File: src/rtl/button_pkg.sv
// Shared types and constants for the button gesture decoder.
// Holds the FSM state encoding, default ms timings and the timer width helper.
package button_pkg;

  typedef enum logic [2:0] {
    IDLE,
    PRESSED,
    HOLD,
    WAIT2,
    PRESSED2
  } state_e;

  localparam int unsigned DEF_CLK_PER_MS = 50000;
  localparam int unsigned DEF_LONG_MS    = 1000;
  localparam int unsigned DEF_DOUBLE_MS  = 300;
  localparam int unsigned DEF_REPEAT_MS  = 200;

  // Bits needed to hold the largest ms threshold.
  function automatic int unsigned timer_width(input int unsigned a,
                                              input int unsigned b,
                                              input int unsigned c);
    int unsigned m;
    int unsigned w;
    m = a;
    if (b > m) m = b;
    if (c > m) m = c;
    w = $clog2(m + 1);
    return (w < 1) ? 1 : w;
  endfunction

endpackage

File: src/rtl/button_ms_tick.sv
// Millisecond prescaler: TICK is high for the last cycle of every ms period.
// CLR restarts the period so ms timing is measured from a button edge.
module button_ms_tick #(
  parameter int unsigned CLK_PER_MS = 50000
) (
  input  logic CLK,
  input  logic RST,
  input  logic CLR,
  output logic TICK
);

  localparam int unsigned CW = (CLK_PER_MS > 1) ? $clog2(CLK_PER_MS) : 1;
  localparam logic [CW-1:0] LAST = CW'(CLK_PER_MS - 1);

  logic [CW-1:0] cnt_q;
  logic [CW-1:0] cnt_d;

  always_comb begin
    cnt_d = cnt_q + CW'(1);
    if (CLR || (cnt_q == LAST)) cnt_d = '0;
  end

  always_ff @(posedge CLK) begin
    if (RST) cnt_q <= '0;
    else     cnt_q <= cnt_d;
  end

  assign TICK = (cnt_q == LAST) && !CLR;

endmodule

File: src/rtl/button_event_decoder.sv
// Turns a debounced button level into single-cycle gesture pulses:
// press/release, click, double-click, long press and auto-repeat.
module button_event_decoder
  import button_pkg::*;
#(
  parameter int unsigned CLK_PER_MS = DEF_CLK_PER_MS,
  parameter int unsigned LONG_MS    = DEF_LONG_MS,
  parameter int unsigned DOUBLE_MS  = DEF_DOUBLE_MS,
  parameter int unsigned REPEAT_MS  = DEF_REPEAT_MS,
  parameter bit          ACTIVE_LOW = 1'b1
) (
  input  logic CLK,
  input  logic RST,
  input  logic IN,
  output logic PRESS,
  output logic RELEASE,
  output logic CLICK,
  output logic DCLICK,
  output logic LONG,
  output logic REPEAT,
  output logic HELD
);

  localparam int unsigned TW = timer_width(LONG_MS, DOUBLE_MS, REPEAT_MS);
  localparam logic [TW-1:0] T_LONG = TW'(LONG_MS);
  localparam logic [TW-1:0] T_DBL  = TW'(DOUBLE_MS);
  localparam logic [TW-1:0] T_REP  = TW'(REPEAT_MS);
  localparam logic [TW-1:0] T_MAX  = '1;

  state_e        state_q, state_d;
  logic [TW-1:0] timer_q, timer_d;
  logic          in_q, prev_q;
  logic          press_q, release_q, held_q;
  logic          click_q, click_d;
  logic          dclick_q, dclick_d;
  logic          long_q, long_d;
  logic          repeat_q, repeat_d;
  logic          press_c, release_c, tick;

  assign press_c   = in_q & ~prev_q;
  assign release_c = ~in_q & prev_q;

  button_ms_tick #(
    .CLK_PER_MS(CLK_PER_MS)
  ) u_tick (
    .CLK (CLK),
    .RST (RST),
    .CLR (press_c | release_c),
    .TICK(tick)
  );

  // Gesture FSM; an edge always beats a timer expiry in the same cycle.
  always_comb begin
    state_d  = state_q;
    timer_d  = timer_q;
    click_d  = 1'b0;
    dclick_d = 1'b0;
    long_d   = 1'b0;
    repeat_d = 1'b0;
    if (tick && (timer_q != T_MAX)) timer_d = timer_q + TW'(1);
    case (state_q)
      IDLE: begin
        if (press_c) state_d = PRESSED;
      end
      PRESSED: begin
        if (release_c) begin
          if (DOUBLE_MS == 0) begin
            click_d = 1'b1;
            state_d = IDLE;
          end else begin
            state_d = WAIT2;
          end
        end else if (timer_q == T_LONG) begin
          long_d  = 1'b1;
          state_d = HOLD;
        end
      end
      HOLD: begin
        if (release_c) begin
          state_d = IDLE;
        end else if (timer_q == T_REP) begin
          repeat_d = 1'b1;
          timer_d  = '0;
        end
      end
      WAIT2: begin
        if (press_c) begin
          state_d = PRESSED2;
        end else if (timer_q == T_DBL) begin
          click_d = 1'b1;
          state_d = IDLE;
        end
      end
      PRESSED2: begin
        if (release_c) begin
          dclick_d = 1'b1;
          state_d  = IDLE;
        end else if (timer_q == T_LONG) begin
          click_d = 1'b1;
          long_d  = 1'b1;
          state_d = HOLD;
        end
      end
      default: state_d = IDLE;
    endcase
    if (state_d != state_q) timer_d = '0;
  end

  always_ff @(posedge CLK) begin
    if (RST) begin
      state_q   <= IDLE;
      timer_q   <= '0;
      in_q      <= 1'b0;
      prev_q    <= 1'b0;
      press_q   <= 1'b0;
      release_q <= 1'b0;
      held_q    <= 1'b0;
      click_q   <= 1'b0;
      dclick_q  <= 1'b0;
      long_q    <= 1'b0;
      repeat_q  <= 1'b0;
    end else begin
      state_q   <= state_d;
      timer_q   <= timer_d;
      in_q      <= IN ^ ACTIVE_LOW;
      prev_q    <= in_q;
      press_q   <= press_c;
      release_q <= release_c;
      held_q    <= in_q;
      click_q   <= click_d;
      dclick_q  <= dclick_d;
      long_q    <= long_d;
      repeat_q  <= repeat_d;
    end
  end

  assign PRESS   = press_q;
  assign RELEASE = release_q;
  assign CLICK   = click_q;
  assign DCLICK  = dclick_q;
  assign LONG    = long_q;
  assign REPEAT  = repeat_q;
  assign HELD    = held_q;

endmodule

File: config.mk
export PLATFORM = sky130hd
export DESIGN_NAME = button_event_decoder
export DESIGN_NICKNAME = d
export VERILOG_FILES = /design/src/rtl/button_pkg.sv /design/src/rtl/button_ms_tick.sv /design/src/rtl/button_event_decoder.sv
export SDC_FILE = /design/constraint.sdc
export NUM_CORES = 1
export LEC_CHECK = 0
export CAP_MARGIN = 10
export CORE_MARGIN = 1
export CORE_UTILIZATION = 55
export CTS_BUF_LIST = sky130_fd_sc_hd__clkbuf_2 sky130_fd_sc_hd__clkbuf_4 sky130_fd_sc_hd__clkbuf_8
export CTS_CLUSTER_DIAMETER = 120
export DETAILED_ROUTE_END_ITERATION = 7
export PLACE_DENSITY = 0.77
export SYNTH_ARGS = -nofsm -noshare
export SYNTH_HDL_FRONTEND = slang
export SYNTH_SLANG_ARGS = --single-unit
File: constraint.sdc
create_clock -name CLK -period 1.7 [get_ports CLK]
set_input_delay 0.255 -clock CLK [delete_from_list [all_inputs] [get_ports CLK]]
set_output_delay 0.255 -clock CLK [all_outputs]
set_load 0.1 [all_outputs]
==> reports/metrics.yaml <==
logic_synthesis:
  synth_edf_count: 0
  synth_seq_cells: 37
  synth_nets: 213
  async_reset_ff_share_pct: 0
  syn_avg_cell_area_um2: 8.850
  syn_area_mm2: 0.001814
  synth_flop_cell: "dfxtp_1"
  ys_seq_area_share_pct: 40.83
  synth_cell_types: 39
  syn_inst: 205
  yosys_warnings: 0
finish:
  regArea_um2: 747.0
  top_register: "u_tick.cnt_q"
  largest_reg_flops: 16
  drive_above_1_share_pct: 28.80
  area_delta_synth_final_pct: 31.10
  multiInputGateArea_mm2: 0.001059
  finalInstanceArea_mm2: 0.002379
  fill_cells: 225
  top_regs: "u_tick.cnt_q (16), timer_q (10), state_q (3)"
  nNetsFinal: 257
  antenna_cells: 0
timing:
  finalSetupViolCount: 11
  max_freq_ghz: 0.5236
  slew_headroom_pct: 77.11
  rsz0062_at_grt: "true"
  setup_ws_ns: -0.2097
  worstMarginPinSlew_ns: 0.3426
  layout_min_cycle_time_ns: 1.910
  hold_violations: 0
  fin_skew_ns: 0.003660
  final-max-slew-violation-count: 0
  period_share_pct: 112.3
setup_path:
  crit_required_ns: 1.95
  arrival_ns: 2.16
  worstPathMaxFanout: 3
  critical_path_class: "flop to flop"
  max_stage_delay_ns: 0.59
  crit_path_end_kind: "flop"
  critPathMostFrequentCell: "or4_4"
  cp-start-kind: "flop"
  crit_path_cell_trace: "or4_4 > or4_4 > nor3_4 > xnor2_1 > nor2_1"
  slowest_stage: "or4_4"
global_routing:
  grt_overflow: 0
  grt_pass1_vias: 1640
  antenna_found_initial: 0
  grt_max_degree: 17
  grtUsageTotal_pct: 26.72
  grt_pass1_wl_um: 6962
outcome:
  violations: "setup timing"
  status: "finished, violations left"
detailed_routing:
  drtAntennaViolNets: 0
  drc_errors: 0
  first_pass_iters: 4
  routed-via-count: 1622
  drt_iter0_markers: 101
  vias_per_cell: 5.517
  post_drt_wl_per_cell_um: 13.89
  drt-total-wl_um: 4084
power_and_ir_drop:
  power_w: 0.001497
  p_per_area_mw_per_mm2: 629.4
  leakage_nw: 0.9521
  vdd_drop_max_mv: 0.5032
placement:
  dpl.hpwl_um: 3119
  portBuffers: 9
  placed_area_mm2: 0.002287
  place_ws_ns: -0.1760
  finalWeightedCongestion: 0.9153
die:
  top_level_ports: 10
  die-area_mm2: 0.003533
  start_util_pct: 58.47
  rows: 20
  core_mm2: 0.003103
  die_h_um: 59.44
  chipWidth_um: 59.44
clock_network:
  clockRootBuffer: "clkbuf_4"
  cts_tree: "yes"
  numCtsBuffers: 5
  cts_setup_buffers: 0
  clk_path_buf_depth: 2
  cts_htree_levels: 2
  clkTransAtPathRegs_ns: 0.11
  cts_sinks: 37
  insertion_delay_ns: 0.35
min_path:
  hold_path_class: "input pin to flop"
job:
  maxCapViolCount: 0
final timing paths:
check	start	to	slack, ns	cells past startpoint
worst max-delay path	u_tick.cnt_q[13]	timer_q[4]	-0.21	5
worst min-delay path	IN	in_q	0.43	2
worst max register to register	u_tick.cnt_q[13]	timer_q[4]	-0.21	5
worst min register to register	in_q	HELD	0.46	2
layout by cell type, fill, tap and decap left out, types with 4 or more instances in the layout:
cell / instances
buf_4: 31
nor3_1: 12
clkbuf_4: 6
xnor2_1: 12
nand4_1: 7
xor2_1: 11
nand3_1: 12
ha_1: 4
nor2_1: 29
and3_1: 5
nand2_1: 11
dfxtp_1: 34
buf_12: 9
inv_1: 7
nor3_2: 5
a21oi_1: 4
nand4b_1: 4
nor2b_1: 6
routing by layer:
layer  track usage (%)  routed length, um  up-vias
met4             8.163                 71        0
met3             6.550                115        9
li1                  -                  -      807
met1             28.65               1711      783
met5                 0                  0        -
met2             50.72               2185       23
metrics by stage:
stage               hold WS [ns]  utilization [%]  cells  setup TNS, ns
finish                    0.4283            76.65    294         -1.398
detailed placement        0.4495            73.71    286         -1.171
global placement          0.4389            73.71    286        -0.5007
CTS                       0.4220            75.81    294         -1.272
floorplan                 0.3217                -    205         -1.242
global route              0.4141            76.65    294         -3.205
critical path, delay by kind of cell (launching register included):
family	cells	cell delay, ns
simple gates	4	1.33
flops	1	0.33
xor+xnor	1	0.15
cell type report:
cell class	count	share of cell area, %
timing repair buffer	42	18.20
clock inverter	2	0.4208
tap	44	2.315
sequential	37	31.40
multi-input combinational	155	44.50
inverter	8	1.262
clock buffer	6	1.894
synth_stat cells, types with 2 or more instances:
cell type	number	area share [%]
nand3_1	12	3.3
nor3_1	13	3.6
o21ai_0	3	0.83
dfxtp_1	37	41
and4_1	2	0.97
and3_1	6	2.1
xnor2_1	12	5.8
and2_1	2	0.69
nand4b_1	4	1.9
a21oi_1	4	1.1
clkbuf_1	5	1.0
nor3_2	5	2.8
ha_1	5	3.4
inv_1	8	1.7
nand2_1	11	2.3
nor2b_1	6	2.1
or4_4	2	1.2
nor2_1	30	6.2
nand4_1	7	2.4
nand3b_1	2	0.83
xor2_1	11	5.3
power breakdown:
part	internal, W	total (W)	leakage [nW]	switching, W
clock	0.000174	0.000473	0.0354	0.000299
sequential	0.000876	0.000883	0.301	0.00000693
combinational	0.0000628	0.000141	0.616	0.0000783
logic make-up (layout without fill, tap and decap cells):
logic type | after synthesis | in the layout | synth area share [%]
AO/OA/AOI/OAI | 13 | 13 | 4.966
buffers and inverters | 13 | 58 | 2.690
multiplexers | 1 | 1 | 0.5517
flip-flops | 37 | 37 | 40.83
XOR/XNOR | 23 | 23 | 11.10
adder cells (fa/ha/maj) | 6 | 6 | 4.000
AND/OR/NAND/NOR | 112 | 112 | 35.86
repair_timing:
| action | in CTS | in global routing |
|---|---|---|
| resized for setup | 4 | 6 |
| hold buffers | 0 | 0 |
| pin swaps | 1 | 2 |
| setup endpoints to repair | 11 | 28 |
(Power assumes the default switching activity.)
